## src/rtl/pc_pkg.sv

```systemverilog
// Shared types and helpers for the program-counter generator.
//   pc_state_e  : fetch sequencing state (BOOT, RUN, HALTED)
//   align_mask  : address mask that clears the low log2(inc) bits
// Optional feature macro used by pc_gen: PC_MISALIGN_CHECK_EN.
package pc_pkg;

  typedef enum logic [1:0] {
    BOOT   = 2'd0,
    RUN    = 2'd1,
    HALTED = 2'd2
  } pc_state_e;

  // inc is a power of two, so inc-1 is exactly the set of low bits to clear.
  function automatic logic [63:0] align_mask(input int unsigned inc);
    return ~(64'(inc) - 64'd1);
  endfunction

endpackage

```

## src/rtl/pc_reg.sv

```systemverilog
// XLEN-wide PC holding register.
// Ports:
//   clk     : clock, rising edge
//   rst_n   : synchronous active-low reset, loads RESET_VECTOR
//   i_load  : load enable
//   i_d     : next PC value
//   o_q     : current PC value
module pc_reg #(
  parameter int              XLEN         = 32,
  parameter logic [XLEN-1:0] RESET_VECTOR = '0
) (
  input  logic            clk,
  input  logic            rst_n,
  input  logic            i_load,
  input  logic [XLEN-1:0] i_d,
  output logic [XLEN-1:0] o_q
);

  logic [XLEN-1:0] r_q;

  always_ff @(posedge clk) begin
    if (!rst_n) begin
      r_q <= RESET_VECTOR;
    end else if (i_load) begin
      r_q <= i_d;
    end
  end

  assign o_q = r_q;

endmodule

```

## src/rtl/pc_gen.sv

```systemverilog
// Program-counter generator for the fetch stage: owns the current PC and
// picks the next one (increment, stall, branch redirect, trap redirect,
// halt/resume, one boot cycle after reset).
// Ports:
//   clk, rst_n          : clock, synchronous active-low reset
//   stall               : hold PC this cycle
//   br_taken, br_target : branch/jump redirect
//   trap, trap_vector   : trap redirect (highest priority)
//   halt, resume        : stop / restart fetch
//   pc_out, pc_valid    : current PC and fetch-valid qualifier (registered)
//   pc_seq              : pc_out + INC, link address
//   misalign, misalign_addr : misaligned-branch report
// Macro PC_MISALIGN_CHECK_EN: when defined, a misaligned branch target
// diverts to the trap vector and is reported on misalign/misalign_addr;
// otherwise targets are silently aligned and the report outputs are 0.
//
// state  | meaning
// BOOT   | first cycle after reset, PC held, requests ignored
// RUN    | fetching, pc_valid=1
// HALTED | fetch stopped, only trap or resume leave
module pc_gen
  import pc_pkg::*;
#(
  parameter int              XLEN         = 32,
  parameter int              INC          = 4,
  parameter logic [XLEN-1:0] RESET_VECTOR = '0
) (
  input  logic            clk,
  input  logic            rst_n,
  input  logic            stall,
  input  logic            br_taken,
  input  logic [XLEN-1:0] br_target,
  input  logic            trap,
  input  logic [XLEN-1:0] trap_vector,
  input  logic            halt,
  input  logic            resume,
  output logic [XLEN-1:0] pc_out,
  output logic            pc_valid,
  output logic [XLEN-1:0] pc_seq,
  output logic            misalign,
  output logic [XLEN-1:0] misalign_addr
);

  localparam logic [63:0]     MASK64     = align_mask(INC);
  localparam logic [XLEN-1:0] ALIGN_MASK = MASK64[XLEN-1:0];
  localparam logic [XLEN-1:0] INC_X      = XLEN'(INC);

  pc_state_e       r_state;
  pc_state_e       w_state_next;
  logic            r_pc_valid;
  logic            w_pc_load;
  logic [XLEN-1:0] w_pc;
  logic [XLEN-1:0] w_pc_next;
  logic [XLEN-1:0] w_trap_al;
  logic [XLEN-1:0] w_br_al;

  assign w_trap_al = trap_vector & ALIGN_MASK;
  assign w_br_al   = br_target & ALIGN_MASK;

`ifdef PC_MISALIGN_CHECK_EN
  logic            w_br_mis;
  logic            w_mis_set;
  logic            r_misalign;
  logic [XLEN-1:0] r_misalign_addr;
  assign w_br_mis = |(br_target & ~ALIGN_MASK);
`endif

  always_comb begin
    w_state_next = r_state;
    w_pc_load    = 1'b0;
    w_pc_next    = w_pc;
`ifdef PC_MISALIGN_CHECK_EN
    w_mis_set    = 1'b0;
`endif
    case (r_state)
      BOOT: w_state_next = RUN;
      RUN: begin
        if (trap) begin
          w_pc_load = 1'b1;
          w_pc_next = w_trap_al;
        end else if (br_taken) begin
          w_pc_load = 1'b1;
`ifdef PC_MISALIGN_CHECK_EN
          if (w_br_mis) begin
            w_pc_next = w_trap_al;
            w_mis_set = 1'b1;
          end else begin
            w_pc_next = w_br_al;
          end
`else
          w_pc_next = w_br_al;
`endif
        end else if (halt) begin
          w_state_next = HALTED;
        end else if (!stall) begin
          w_pc_load = 1'b1;
          w_pc_next = w_pc + INC_X;
        end
      end
      HALTED: begin
        if (trap) begin
          w_pc_load    = 1'b1;
          w_pc_next    = w_trap_al;
          w_state_next = RUN;
        end else if (resume) begin
          w_state_next = RUN;
        end
      end
      default: w_state_next = BOOT;
    endcase
  end

  always_ff @(posedge clk) begin
    if (!rst_n) begin
      r_state    <= BOOT;
      r_pc_valid <= 1'b0;
`ifdef PC_MISALIGN_CHECK_EN
      r_misalign      <= 1'b0;
      r_misalign_addr <= '0;
`endif
    end else begin
      r_state    <= w_state_next;
      r_pc_valid <= (w_state_next == RUN);
`ifdef PC_MISALIGN_CHECK_EN
      r_misalign <= w_mis_set;
      if (w_mis_set) r_misalign_addr <= br_target;
`endif
    end
  end

  pc_reg #(
    .XLEN        (XLEN),
    .RESET_VECTOR(RESET_VECTOR)
  ) u_pc_reg (
    .clk   (clk),
    .rst_n (rst_n),
    .i_load(w_pc_load),
    .i_d   (w_pc_next),
    .o_q   (w_pc)
  );

  assign pc_out   = w_pc;
  assign pc_valid = r_pc_valid;
  assign pc_seq   = w_pc + INC_X;

`ifdef PC_MISALIGN_CHECK_EN
  assign misalign      = r_misalign;
  assign misalign_addr = r_misalign_addr;
`else
  assign misalign      = 1'b0;
  assign misalign_addr = '0;
`endif

endmodule

```

## config.mk

```make
export PLATFORM = sky130hd
export DESIGN_NAME = pc_gen
export DESIGN_NICKNAME = d
export VERILOG_FILES = /design/src/rtl/pc_pkg.sv /design/src/rtl/pc_reg.sv /design/src/rtl/pc_gen.sv
export SDC_FILE = /design/constraint.sdc
export NUM_CORES = 1
export LEC_CHECK = 0
export ABC_AREA = 1
export CELL_PAD_IN_SITES_DETAIL_PLACEMENT = 0
export CELL_PAD_IN_SITES_GLOBAL_PLACEMENT = 1
export CORE_UTILIZATION = 27
export DETAILED_ROUTE_END_ITERATION = 16
export MAX_ROUTING_LAYER = met4
export PLACE_DENSITY_LB_ADDON = 0.1
export RECOVER_POWER = 50
export SYNTH_ARGS = -nofsm -noshare
export SYNTH_HDL_FRONTEND = slang
export SYNTH_SLANG_ARGS = --single-unit
```

## constraint.sdc

```tcl
create_clock -name clk -period 4.4 [get_ports clk]
set_input_delay 0.66 -clock clk [delete_from_list [all_inputs] [get_ports clk]]
set_output_delay 0.66 -clock clk [all_outputs]
set_load 0.01 [all_outputs]
```

== Yosys cells after proc, flatten, opt, wreduce, memory -nomap -nowiden ==
Cells that the tools add are included.
Word-level totals
  flip-flop bits (word level): 35
  word-level logic and storage cells: 31
  output and inout port bits: 98
  input port bits: 71
Cells by class
  eq/ne operators: 6
  add/subtract/negate cells: 1
  mux-type cells: 18
  reduce and logical (&&, ||, !) cells: 3
Operators with widths (number)
  2-to-1 mux 32 bit: 5
  case mux 32 bit (2 select lines): 1
  adder 32 x 3 -> 32 bit (second input constant): 1
  2-to-1 mux 2 bit: 5
  != test 4 bit (second input constant): 2
  case mux 2 bit (3 select lines): 1
  2-to-1 mux 1 bit: 5
  AND reduction 5 bit: 1
  == test 2 x 1 -> 1 bit (second input constant): 2
  == test 2 bit (second input constant): 1
  logical NOT 2 bit: 1
  != test 2 bit (second input constant): 1
  case mux 1 bit (2 select lines): 1
  nonzero test 2 bit: 1

== Depth between registers and ports, before layout ==
  depth after elaboration: 6
  gate-level depth with buffers: 10
  mapped depth without buffers: 10

== Hierarchy ==
Synthesis repeated with hierarchy kept, for this count alone.
Unflattened totals
  cell total of the unflattened synthesis: 828
  area, all modules: 4531.8 um^2
Modules (own cells, without submodules)
  pc_gen: area an instance 3196.8 um^2, times used 1, seq. area each 60.1 um^2, cells each 626
  pc_reg: area an instance 1335.0 um^2, times used 1, seq. area each 640.6 um^2, cells each 202

== Worst setup path before layout ==
Ideal clock, no wire load.
  path type: register to output
  from: register u_pc_reg.r_q[2] (netlist: u_pc_reg.o_q[2])
  to: output pc_seq[20]
  path slack: 2427 ps
  cell stages (with the launch flop): 7
  arrival time: 1313 ps
  required time: 3740 ps
  buffers on the path: 0
  cell sequence: dfxtp_1 -> ha_1 -> nand3_1 -> nor2_1 -> nand2_1 -> o21ai_0 -> nand2_1
On the way
  cells in the longest elaborated chain, start to end: 1
Ends and longest elaborated chain
  start, declared: RTL line pc_reg.sv:19  | logic [XLEN-1:0] r_q;
  start signal, assigned: RTL line pc_reg.sv:25  | r_q <= i_d;
  adder 32 x 3 -> 32 bit: RTL line pc_gen.sv:144  | assign pc_seq = w_pc + INC_X;
  end, declared: RTL line pc_gen.sv:39  | output logic [XLEN-1:0] pc_seq,
Every way passes these cells.

== Final worst setup path ==
  from: register u_pc_reg.r_q[4] (netlist: u_pc_reg.o_q[4])
  to: output pc_seq[21]
The elaborated chain is that of the path after synthesis.

==> run summary <==
The flow ran to the end, and the final reports show no timing, DRC or antenna violations. The worst register-to-register path ends at u_pc_reg.o_q[26]. The mean routed wirelength per cell is 13.2 µm, and the average via count per standard cell is 4.46. Setup violations remaining at the end of the flow were counted as 0. For this design, the slowest cell found on the critical path is clkdlybuf4s50_1. Register-to-register path setup slack: 2.13 ns. The detailed router finished its first iteration with 94 violations. Pin placement for this block handled 169 I/O pins.

Static timing analysis puts the maximum clock frequency at 314 MHz. CTS saw 33 sinks. The analysis attributes to cell leakage a power of 1.84 nW. The final route contains 3437 vias. The top cell family by delay on the critical path is simple AND/OR/NAND/NOR gates. The signal on the critical path passes through nand2_1 -> nor2_1 -> nand2_4 -> nor2_1 -> nand3_1 -> nand2_1 -> clkdlybuf4s50_1. In this run the remaining antenna-violating nets after routing total 0.

The largest voltage drop on the vdd net came out at 0.105 mV. The number of standard cells after synthesis is 516. The most frequently used flop master after synthesis was dfxtp_1. The number of H-tree branching levels was 2; the starting density of the core was 27.7%.

The number of instances on the worst hold path works out to 2. Number of storage elements in the synthesis netlist: 33. The run gives 0 as the final number of max-transition violations. TritonCTS built the clock tree. Standard-cell row count: 38.

The category of the critical setup timing path is reg2out. The path with the worst hold slack has its endpoint at u_pc_reg.o_q[31]. Of the cells placed in the final design, the portion with a size suffix greater than 1 is 3.01%. STA classifies the critical path endpoint as an output pin.

The worst path meets setup with 1.21 ns of slack. For this design the ratio of total power to cell area is 216 nW/µm². The largest fanout on the critical path is 6, and the number of port buffers is 127. Count of maximum capacitance violations: 0.

Average instance area after synthesis: 5.79 µm². Worst-case headroom to the max-slew limit: 29.0%. At the end of routability-driven placement, the weighted congestion stood at 0.859. The logs give 31 for the count of different cell masters after synthesis and 11500 µm² for the full die area. The root buffer cell chosen for the clock tree is clkbuf_8. The largest stage delay on the critical path was 0.54 ns; the global-route usage over all layers was 18.5%. Summing the sequential cell areas from Yosys gives 22.1% of the chip area.

The first-pass GRT wire length came out at 16300 µm. The die boundary width was 107 µm. The total congestion overflow is 0. Buffers inserted during clock tree synthesis total 5. Summed over all instances, the cell type with the most area after synthesis is dfxtp_1.

Minimum period implied by the final worst setup slack: 3.19 ns. The final layout contains 707 nets. The number of hold buffers added after cts was 0. The synthesized design contains 0 enable-type register cells. The proportion of netlist area held by the largest area contributor works out to 22.1%. The maximum number of pins on one net before global-route repair was 46; the worst slack at placement was 1.34 ns. Initial antenna violation count: 0.

The tightest min-delay check is of the reg2reg type. Data on the critical path arrives at its endpoint at 2.53 ns. The run gives 0.28 ns as the clock latency on the worst-skew pair. The total area inside the core boundary comes to 10800 µm². The clock arrives with 0.00531 ns of skew. In this run the post-CTS setup repair buffer count came out at 0. The tools report the number of global-route vias before repair as 3202. Among all cell types in the netlist, the one instantiated most often is nand2_1. No sink is reached through more buffers than the 2 on the longest clock path. The launch instance of the worst register-to-register path is r_state[0]. The logs give 0 for the number of warnings reported in the yosys synthesis log and 0 for the number of antenna repair diodes. After routing, the total negative slack on setup checks comes to 0 ns. The commonest cells after synthesis are 115 x nand2_1, 97 x nor2_1, 57 x a21oi_1. The number of fill cells is 1205, and the iteration count of the initial detailed-routing pass is 4. For the HPWL reported at the end of detailed placement, the log shows 7840 µm.

STA puts the critical path data required time at 3.74 ns. In the routed design, unresolved DRC markers number 0. After layout, the worst path uses 72.4% of the clock period. Setup repair after global routing left no endpoint under its margin. The clock transition at the register clock pins on the worst setup and hold paths after CTS was 0.07 ns. For the pin with the worst max-slew slack, the measured transition is 1.06 ns.

The kind of start point of the critical path is a flip-flop. After synthesis, the share of flip-flops with an asynchronous set or reset is 0%. The height of the die came out at 107 µm. The combined buffer and inverter count along the critical path is 1. The logs give 10200 µm for the total routed wirelength and 2990 µm² for the cell area after synthesis. In the post-synthesis netlist, the biggest area contributors are dfxtp_1 22%, nand2_1 14%, nor2_1 12%.

The run gives 0 as the hold violation total from the final report. For the worst flop-to-flop path, the logic depth is 7. The number of gates resized after CTS was 0. The layout overhead on the synthesized area was 43.1%.

The worst min-delay path startpoint was u_pc_reg.o_q[31].
## final cells by class
class,count,area (µm²),area share (%)
sequential,33,661,15.5
clock buffer,7,86.3,2.02
tap,140,175,4.10
multi-input combinational,423,1910,44.8
inverter,38,143,3.34
timing repair buffer,130,1290,30.3
## per-layer routing
layer  GRT usage [%]  part of all wire, %  wire, µm
met3            2.61                  4.5       463
met5               -                    0         0
met2            30.4                   46      4700
met1            24.3                   49      4990
met4            3.72                 0.49        50
## how the worst max path moves through the flow
stage / from / to / slack (ns) / cells past startpoint
floorplan: u_pc_reg.o_q[2] / pc_seq[20] / 2.43 / 6
global route: u_pc_reg.o_q[4] / pc_seq[25] / 0.97 / 7
CTS: u_pc_reg.o_q[2] / pc_seq[26] / 1.32 / 8
finish: u_pc_reg.o_q[4] / pc_seq[21] / 1.21 / 7
detailed placement: br_taken / u_pc_reg.o_q[7] / 1.34 / 7
global placement: br_taken / u_pc_reg.o_q[3] / 1.34 / 7
## sequential cells by signal (all words and copies together), names as in the netlist
signal        count
pc_valid          1
r_state           2
u_pc_reg.o_q     30
## through the flow
step | area (µm²) | hold slack [ns] | power (W) | utilization, % | instances
5_1_grt | 4270 | 0.632 | 0.000985 | 39.6 | 771
3_3_place_gp | 4210 | 0.579 | 0.000701 | 39.0 | 764
6_report | 4270 | 0.601 | 0.000921 | 39.6 | 771
4_1_cts | 4290 | 0.602 | 0.000950 | 39.8 | 771
2_1_floorplan | 3120 | 0.546 | 0.000539 | - | 552
3_5_place_dp | 4210 | 0.583 | 0.000702 | 39.0 | 764
## report_power, final
group | internal, W | switching (W)
clock | 0.000124 | 0.000118
combinational | 0.000162 | 0.000159
sequential | 0.000324 | 0.0000348
## kinds of logic after synthesis
family	after synthesis	synth area share (%)
AOI/OAI and AO/OA	118	20.3
buffers and inverters	96	17.6
adders and majority gates	5	2.10
DFF	33	22.1
and+or+nand+nor	255	35.4
other	1	0.126
xor gates and xnor gates	8	2.35
## tightest hold or removal path, stage by stage, from the launching register on
cell and delay [ns]:
dfxtp_1 0.33, o21ai_0 0.17, a21oi_1 0.05
## placed cells by master (no fill, tap or decap), types with 6 or more instances in the layout
master           netlist  final
o21ai_0               51     51
inv_1                 37     36
clkdlybuf4s50_1        0     86
dfxtp_1               33     33
nand2_1              115    115
dlygate4sd3_1          0     41
nor2_1                97    101
conb_1                 1     37
a21oi_1               57     57
nand3_1               25     25
clkbuf_8               0      6
Note: power is estimated with default switching activity, not from simulation.
